[config.mk]
export PLATFORM = sky130hd
export DESIGN_NAME = fetch_decode_stage
export DESIGN_NICKNAME = d
export VERILOG_FILES = /design/src/rtl/fetch_decode_stage.sv
export SDC_FILE = /design/constraint.sdc
export NUM_CORES = 1
export LEC_CHECK = 0
export BUFFER_PORTS_ARGS = -buffer_cell sky130_fd_sc_hd__buf_2
export CAP_MARGIN = 5
export CORE_ASPECT_RATIO = 0.5
export CORE_MARGIN = 2
export CORE_UTILIZATION = 47
export CTS_CLUSTER_DIAMETER = 120
export DETAILED_ROUTE_END_ITERATION = 10
export MAX_ROUTING_LAYER = met4
export PLACE_DENSITY = 0.92
export RECOVER_POWER = 50
export SLEW_MARGIN = 15
export SYNTH_ARGS = -nofsm -noshare
export SYNTH_HDL_FRONTEND = slang
export SYNTH_SLANG_ARGS = --single-unit
[constraint.sdc]
create_clock -name clk -period 2.4 [get_ports clk]
set_input_delay 0.48 -clock clk [delete_from_list [all_inputs] [get_ports clk]]
set_output_delay 0.48 -clock clk [all_outputs]
set_load 0.1 [all_outputs]
[src/rtl/fetch_decode_stage.sv]
// fetch_decode_stage
//   Instruction fetch plus the IF/ID pipeline register of the single-issue
//   datapath. It owns the program counter and runs a request/ready handshake
//   with instruction memory. Each accepted word is latched with its PC and
//   split into opcode, register and 21-bit immediate fields. id_imm21 feeds
//   the A input of the downstream sign_extend block.
//
// Parameters
//   RESET_PC  PC loaded on reset (bits [1:0] must be zero)
//   PC_STEP   sequential PC increment in bytes
//
// Ports
//   clk, rst_n                 clock, synchronous active-low reset
//   imem_req/imem_addr         fetch request and address (address = pc register)
//   imem_rdata/imem_ready      instruction word, accepted together with the request
//   stall, flush               decode back-pressure, ID invalidate
//   branch_taken/branch_target PC redirect
//   id_valid, id_pc, id_instr  IF/ID register contents
//   id_opcode, id_rd, id_rs,
//   id_rt, id_imm21            instruction fields, pure wiring from id_instr
module fetch_decode_stage #(
  parameter logic [31:0] RESET_PC = 32'h0000_0000,
  parameter logic [31:0] PC_STEP  = 32'd4
) (
  input  logic        clk,
  input  logic        rst_n,
  output logic        imem_req,
  output logic [31:0] imem_addr,
  input  logic [31:0] imem_rdata,
  input  logic        imem_ready,
  input  logic        stall,
  input  logic        flush,
  input  logic        branch_taken,
  input  logic [31:0] branch_target,
  output logic        id_valid,
  output logic [31:0] id_pc,
  output logic [31:0] id_instr,
  output logic [5:0]  id_opcode,
  output logic [4:0]  id_rd,
  output logic [4:0]  id_rs,
  output logic [4:0]  id_rt,
  output logic [20:0] id_imm21
);

  typedef enum logic [1:0] {
    S_IDLE     = 2'd0,
    S_FETCH    = 2'd1,
    S_REDIRECT = 2'd2
  } state_t;

  state_t      state_q, state_d;
  logic [31:0] pc_q, pc_d;
  logic        id_valid_q, id_valid_d;
  logic [31:0] id_pc_q, id_pc_d;
  logic [31:0] id_instr_q, id_instr_d;

  logic        accept;
  logic [31:0] target_aligned;

  // Masking (rather than slicing) keeps every target bit in use.
  assign target_aligned = branch_target & ~32'h3;

  // A held, live ID instruction blocks new requests; an empty ID register
  // may still be refilled while decode reports stall.
  assign imem_req = (state_q == S_FETCH) && !(stall && id_valid_q);
  assign accept   = imem_req && imem_ready;

  always_comb begin
    state_d    = state_q;
    pc_d       = pc_q;
    id_valid_d = id_valid_q;
    id_pc_d    = id_pc_q;
    id_instr_d = id_instr_q;

    case (state_q)
      S_IDLE: begin
        state_d = S_FETCH;
        if (flush) id_valid_d = 1'b0;
      end

      S_FETCH, S_REDIRECT: begin
        if (branch_taken) begin
          // Redirect wins over stall, flush and any word fetched this cycle.
          pc_d       = target_aligned;
          id_valid_d = 1'b0;
          state_d    = S_REDIRECT;
        end else if (state_q == S_REDIRECT) begin
          state_d = S_FETCH;
          if (flush) id_valid_d = 1'b0;
        end else if (flush) begin
          // Drop any word accepted now; pc stays so it is fetched again.
          id_valid_d = 1'b0;
        end else if (accept) begin
          id_instr_d = imem_rdata;
          id_pc_d    = pc_q;
          id_valid_d = 1'b1;
          pc_d       = pc_q + PC_STEP;
        end else if (!stall) begin
          id_valid_d = 1'b0;
        end
      end

      default: begin
        state_d    = S_IDLE;
        id_valid_d = 1'b0;
      end
    endcase
  end

  always_ff @(posedge clk) begin
    if (!rst_n) begin
      state_q    <= S_IDLE;
      pc_q       <= RESET_PC;
      id_valid_q <= 1'b0;
      id_pc_q    <= 32'h0;
      id_instr_q <= 32'h0;
    end else begin
      state_q    <= state_d;
      pc_q       <= pc_d;
      id_valid_q <= id_valid_d;
      id_pc_q    <= id_pc_d;
      id_instr_q <= id_instr_d;
    end
  end

  assign imem_addr = pc_q;
  assign id_valid  = id_valid_q;
  assign id_pc     = id_pc_q;
  assign id_instr  = id_instr_q;
  assign id_opcode = id_instr_q[31:26];
  assign id_rd     = id_instr_q[25:21];
  assign id_rs     = id_instr_q[20:16];
  assign id_rt     = id_instr_q[15:11];
  assign id_imm21  = id_instr_q[20:0];

endmodule

==> impl_metrics.py, run 1 <==
metrics = {
    "clocking": {
        "cts.clk_slew.worst_paths_ns": 0.07,
        "cts-root-buf": "clkbuf_16",
        "cts_made_buffers": 9,
        "insertion_delay_ns": 0.34,
        "cts_hold_buf": 0,
        "cts_tree": "yes",
        "clockBufferDepth": 2,
        "h-tree-depth": 3,
        "clock_sinks": 95,
        "cts_resized": 0,
    },
    "timing": {
        "worstMarginPinSlew_ns": 1.20,
        "slew_headroom_pct": 20.1,
        "finClkSkew_ns": 0.00863,
        "finalSetupViolCount": 0,
        "drv_slew": 0,
        "hold_viol_final": 0,
        "timing.final.crit_share_pct": 94.1,
        "rsz0062_at_grt": "true",
        "setup_ws_ns": 0.141,
        "timing.fmax_ghz": 0.443,
        "period_minus_slack_ns": 2.26,
    },
    "worst_setup_path": {
        "r2r-start": "state_q[0]",
        "crit_start": "state_q[0]",
        "worst_r2r_path_depth": 7,
        "start_kind": "flip-flop",
        "worst_setup_path_end_kind": "flip-flop",
        "endpoint": "imem_addr[12]",
        "setup.worst_path.class": "reg -> reg",
        "rr_endpoint": "imem_addr[12]",
        "rrSetupSlack_ns": 0.14,
        "required_ns": 2.63,
        "path_max_fanout": 9,
        "crit_arrival_ns": 2.49,
    },
    "placed_design": {
        "dp_hpwl_um": 9270,
        "placed_cell_area_sq_um": 5430,
        "place_inst": 863,
        "io_buffers": 203,
        "finalWeightedCongestion": 0.893,
        "place_ws_ns": 0.211,
    },
    "logic_synthesis": {
        "synth.top_cells.by_area": "dfxtp_1 42%, nand2_1 13%, a21oi_1 9.5%, buf_4 7.5%, o21ai_0 2.6%",
        "ys_async_sr_fraction_pct": 0,
        "yosys_register_bits": 95,
        "avgSynthCellArea_sq_um": 7.67,
        "ys_types": 59,
        "postSynthCellCount": 597,
        "yosys_warnings": 0,
        "synth_edf_count": 0,
        "ys_seq_area_share_pct": 41.5,
        "synth_ff_type": "dfxtp_1",
        "synth_top_area_share_pct": 41.5,
        "netlist_area_sq_um": 4580,
        "synth_largest_area_cell": "dfxtp_1",
    },
    "layout": {
        "drive_gt1_share_pct": 20.2,
        "synthToLayoutAreaGrowth_pct": 23.0,
        "antenna_cells": 0,
        "fin_nets": 814,
        "fin_area_sq_um": 5630,
        "stdcell_count": 879,
        "fillerInstances": 889,
        "multi_input_area_sq_um": 2150,
        "seq_area_sq_um": 1930,
    },
    "die": {
        "start_util_pct": 48.5,
        "rows": 25,
        "ioPinCount": 210,
        "die_area_sq_um": 10600,
        "die_x_um": 144,
        "die_h_um": 73.8,
        "core-area_sq_um": 9450,
    },
    "pwr": {
        "ir_worst_vdd_mv": 0.349,
        "p_per_area_nw_per_um2": 872,
        "p_leak_nw": 2.03,
    },
    "route": {
        "drt_pass1_iterations": 5,
        "routedWlPerCell_um": 15.2,
        "vias_per_cell": 5.57,
        "wl_um": 13300,
        "drt_first_iter_violations": 495,
        "drc": 0,
        "vias": 4897,
        "drtAntennaViolNets": 0,
    },
    "global_routing": {
        "grt_max_degree": 63,
        "antenna_found_initial": 0,
        "grt_pass1_vias": 4408,
        "grt_pass1_wl_um": 20800,
        "grt-ovfl-total": 0,
        "grt_usage_pct": 25.4,
    },
    "run": {
        "cap_violations": 0,
    },
    "outcome": {
        "status": "finished clean",
    },
    "worst_hold_path": {
        "min_path_type": "in -> reg",
    },
}
[how the worst min path moves through the flow]
stage / startpoint / to / slack, ns / depth (start not counted)
5_1_grt: imem_rdata[29] / id_instr[29] / 0.37 / 3
6_report: imem_rdata[31] / id_instr[31] / 0.37 / 3
3_3_place_gp: id_pc[4] / id_pc[4] / 0.44 / 2
2_1_floorplan: state_q[1] / state_q[1] / 0.51 / 2
3_5_place_dp: id_pc[29] / id_pc[29] / 0.44 / 2
4_1_cts: imem_rdata[31] / id_instr[31] / 0.36 / 3
[cells by family (layout without fill, tap and decap cells)]
kind of cell,count (synthesis),in the layout,share of synthesized area [%]
AND/OR/NAND/NOR,230,230,22.5
multiplexers,7,7,1.56
flip-flops,95,95,41.5
other,1,4,0.0819
AO/OA/AOI/OAI,160,160,20.8
adder cells (fa/ha/maj),5,5,1.37
buffers and inverters,99,243,12.1
[layout by cell type, fill, tap and decap left out, types with 3 or more instances in the layout]
cell / n
a31oi_1: 3
nor3b_1: 4
clkbuf_1: 113
clkbuf_16: 9
or4_1: 3
buf_4: 11
nor2_1: 21
ha_1: 5
dfxtp_2: 13
conb_1: 4
o22ai_1: 4
and3_1: 3
o31ai_1: 3
a21oi_1: 87
nand4_1: 3
bufinv_16: 3
a211oi_1: 5
o21ai_0: 24
mux2i_1: 6
dfxtp_1: 78
a2bb2oi_1: 4
dfxtp_4: 4
nor4_1: 7
a22oi_1: 6
and4_1: 3
inv_1: 9
o221a_2: 3
nor3_1: 6
nand3_1: 11
buf_2: 90
nand2_1: 155
[power by group]
part           leakage [nW]  switching (mW)  internal, mW  total [mW]
clock                 0.166           0.613          1.02        1.63
combinational          1.09            1.15         0.294        1.45
sequential            0.777           0.149          1.68        1.83
[synth_stat cells, types with 2 or more instances]
| cell type | instances |
|---|---|
| and3_1 | 4 |
| a211oi_1 | 5 |
| and2_1 | 2 |
| nand4_1 | 3 |
| and4_1 | 3 |
| nor4_1 | 7 |
| nor3b_1 | 4 |
| dfxtp_1 | 95 |
| o221a_2 | 3 |
| buf_4 | 46 |
| or4_1 | 3 |
| a21oi_1 | 87 |
| inv_1 | 9 |
| a41oi_1 | 2 |
| nand3_1 | 12 |
| nand2_1 | 155 |
| ha_1 | 5 |
| a31oi_1 | 4 |
| nor3_1 | 6 |
| o21ai_0 | 24 |
| buf_1 | 2 |
| mux2i_1 | 6 |
| a22oi_1 | 6 |
| nor2_1 | 21 |
| a2bb2oi_1 | 4 |
| o31ai_1 | 3 |
| o21bai_1 | 2 |
| buf_2 | 8 |
| clkbuf_1 | 32 |
| o22ai_1 | 4 |
| o21a_1 | 2 |
[layout make-up]
type / count / area share, %
clock buffer: 9 / 4.00
clock inverter: 7 / 2.13
inverter: 11 / 0.733
multi-input combinational: 406 / 38.1
sequential: 95 / 34.3
tap: 135 / 3.00
timing repair buffer: 216 / 17.7
[stage by stage]
stage,util [%],total power [mW],hold WS (ns),setup TNS (ns)
floorplan,-,3.01,0.509,0
global placement,57.5,3.27,0.439,0
detailed placement,57.5,3.30,0.443,0
CTS,61.1,4.93,0.363,0
global route,59.6,5.08,0.368,-0.00922
finish,59.6,4.91,0.371,0
[registers in the layout (all words and copies together) (netlist names)]
register / flops
id_valid: 1
state_q: 2
imem_addr: 30
id_instr: 32
id_pc: 30
[worst max-delay path, cell delays in order (launching register included)]
cell and delay (ns):
dfxtp_1 0.38, inv_1 0.08, ha_1 0.40, and2_1 0.23, a31oi_2 0.49, buf_4 0.27, nor2_1 0.06, o221a_2 0.24
[repair_timing]
action	CTS	global route
endpoints found under the hold margin	0	0
buffers inserted	0	0
setup endpoints to repair	0	1
[routing by layer]
metal	GRT usage, %	vias to the layer above	routed length, um
met2	44.0	265	6630
met1	28.7	2302	5450
met5	-	-	0
met3	5.93	38	994
met4	10.8	0	266
li1	-	2292	-
Power figures use the tool's default switching activity.
==> run 2: changes to the inputs <==
==> constraint.sdc (replaced) <==
create_clock -name clk -period 2.4 [get_ports clk]
set_input_delay 0.48 -clock clk [delete_from_list [all_inputs] [get_ports clk]]
set_output_delay 0.48 -clock clk [all_outputs]
set_load 0.05 [all_outputs]
==> run 2 against run 1 <==
Global-route usage down 0.68 points. First-iteration DRC count shrank 17%. Sequential cell count unchanged. Register-to-register slack got worse by 0.04 ns. Final area about the same. Critical endpoint is now imem_addr[17].
==> impl_metrics.py, run 2 (synthesized netlist as in run 1, its figures left out) <==
metrics = {
    "route": {
        "wl_met3_um": 1090,
        "wl_met1_um": 5330,
        "wl_met2_um": 6640,
        "drc": 0,
        "drt_first_iter_violations": 411,
        "drt_pass1_iterations": 6,
        "top_layer": "met4",
        "wl_um": 13400,
        "vias_per_cell": 5.53,
        "drtAntennaViolNets": 0,
        "routedWlPerCell_um": 15.1,
        "vias": 4894,
    },
    "die": {
        "rows": 25,
        "die_area_sq_um": 10600,
        "core-area_sq_um": 9450,
        "die_x_um": 144,
        "ioPinCount": 210,
        "die_h_um": 73.8,
        "start_util_pct": 48.5,
    },
    "clocking": {
        "cts_made_buffers": 9,
        "insertion_delay_ns": 0.34,
        "cts_resized": 0,
        "cts-root-buf": "clkbuf_16",
        "h-tree-depth": 3,
        "cts.clk_slew.worst_paths_ns": 0.07,
        "cts_tree": "yes",
        "cts_setup_buffers": 0,
        "clock_sinks": 95,
        "clockBufferDepth": 2,
    },
    "timing": {
        "worstMarginPinSlew_ns": 0.675,
        "finalSetupViolCount": 0,
        "drv_slew": 0,
        "period_minus_slack_ns": 2.30,
        "hold_viol_final": 0,
        "finClkSkew_ns": 0.00903,
        "slew_headroom_pct": 55.2,
        "timing.fmax_ghz": 0.435,
        "timing.final.crit_share_pct": 95.9,
        "tns_ns": 0,
        "rsz0062_at_grt": "true",
        "setup_ws_ns": 0.0992,
    },
    "global_routing": {
        "antenna_found_initial": 0,
        "grt-ovfl-total": 0,
        "grt_usage_pct": 24.7,
        "grt_pass1_vias": 4354,
        "grt_pass1_wl_um": 20400,
        "grt_max_degree": 54,
    },
    "placed_design": {
        "io_buffers": 203,
        "place_inst": 869,
        "place_ws_ns": 0.214,
        "finalWeightedCongestion": 0.898,
        "dp_hpwl_um": 9360,
    },
    "pwr": {
        "ir_worst_vdd_mv": 0.432,
        "p_leak_nw": 2.05,
        "p_per_area_nw_per_um2": 802,
        "fin_total_pwr_mw": 4.52,
    },
    "layout": {
        "synthToLayoutAreaGrowth_pct": 23.1,
        "most-common-layout-cells": "155 x nand2_1, 113 x clkbuf_1, 92 x dfxtp_1",
        "final_common_cell": "nand2_1",
        "largest_reg_flops": 32,
        "antenna_cells": 0,
        "stdcell_count": 885,
        "drive_gt1_share_pct": 18.9,
        "utilization_pct": 59.7,
        "fin_nets": 820,
    },
    "worst_setup_path": {
        "required_ns": 2.63,
        "setup.worst_path.class": "reg -> reg",
        "crit_arrival_ns": 2.53,
        "path_max_fanout": 19,
        "worst_setup_path_end_kind": "flip-flop",
        "start_kind": "flip-flop",
    },
    "run": {
        "cap_violations": 0,
    },
    "outcome": {
        "status": "finished clean",
    },
    "worst_hold_path": {
        "min_path_type": "in -> reg",
    },
}
-- run 2: changes by cell type in the layout (fill, tap and decap cells not counted), sizes merged --
cell and change:
buf +6
-- run 2: where the power goes --
part           internal (mW)  total (mW)  switching [mW]
logic                  0.304        1.07           0.763
registers               1.67        1.81           0.139
clock network           1.02        1.64           0.618
-- run 2: final timing paths --
check | start | end | slack (ns) | depth (start not counted)
hold / removal | imem_rdata[25] | id_instr[25] | 0.37 | 3
setup / recovery | state_q[0] | imem_addr[17] | 0.1 | 8
hold reg to reg | id_pc[30] | id_pc[30] | 0.45 | 2
setup reg to reg | state_q[0] | imem_addr[17] | 0.1 | 8
-- run 2: what timing repair did --
item | in CTS | in global routing
setup endpoints to repair | 0 | 1
hold buffers | 0 | 0
hold endpoints to repair | 0 | 0
-- run 2: cell type report --
type	count	area, sq um
inverter	11	41.3
clock buffer	9	225
tap	135	169
sequential	95	1910
clock inverter	7	120
fill	856	3810
multi-input combinational	406	2150
timing repair buffer	222	1030
-- run 2: per-layer routing --
layer	vias up	GRT usage [%]
met2	273	43.1
met5	-	-
met1	2267	27.9
li1	2308	-
met4	0	10.0
met3	46	5.80
-- run 2: metrics by stage --
step                instance area [sq um]  hold WS [ns]
CTS                                  5780         0.367
floorplan                            4590         0.509
global placement                     5430         0.439
finish                               5640         0.374
global route                         5640         0.373
detailed placement                   5430         0.444
-- run 2: worst max-delay path: stages, from the launching register on --
cell,delay [ns]
dfxtp_1,0.39
inv_1,0.08
ha_1,0.24
and4bb_1,0.41
a31o_2,0.47
buf_4,0.26
o21ai_0,0.13
nand3_1,0.11
o21ai_0,0.08
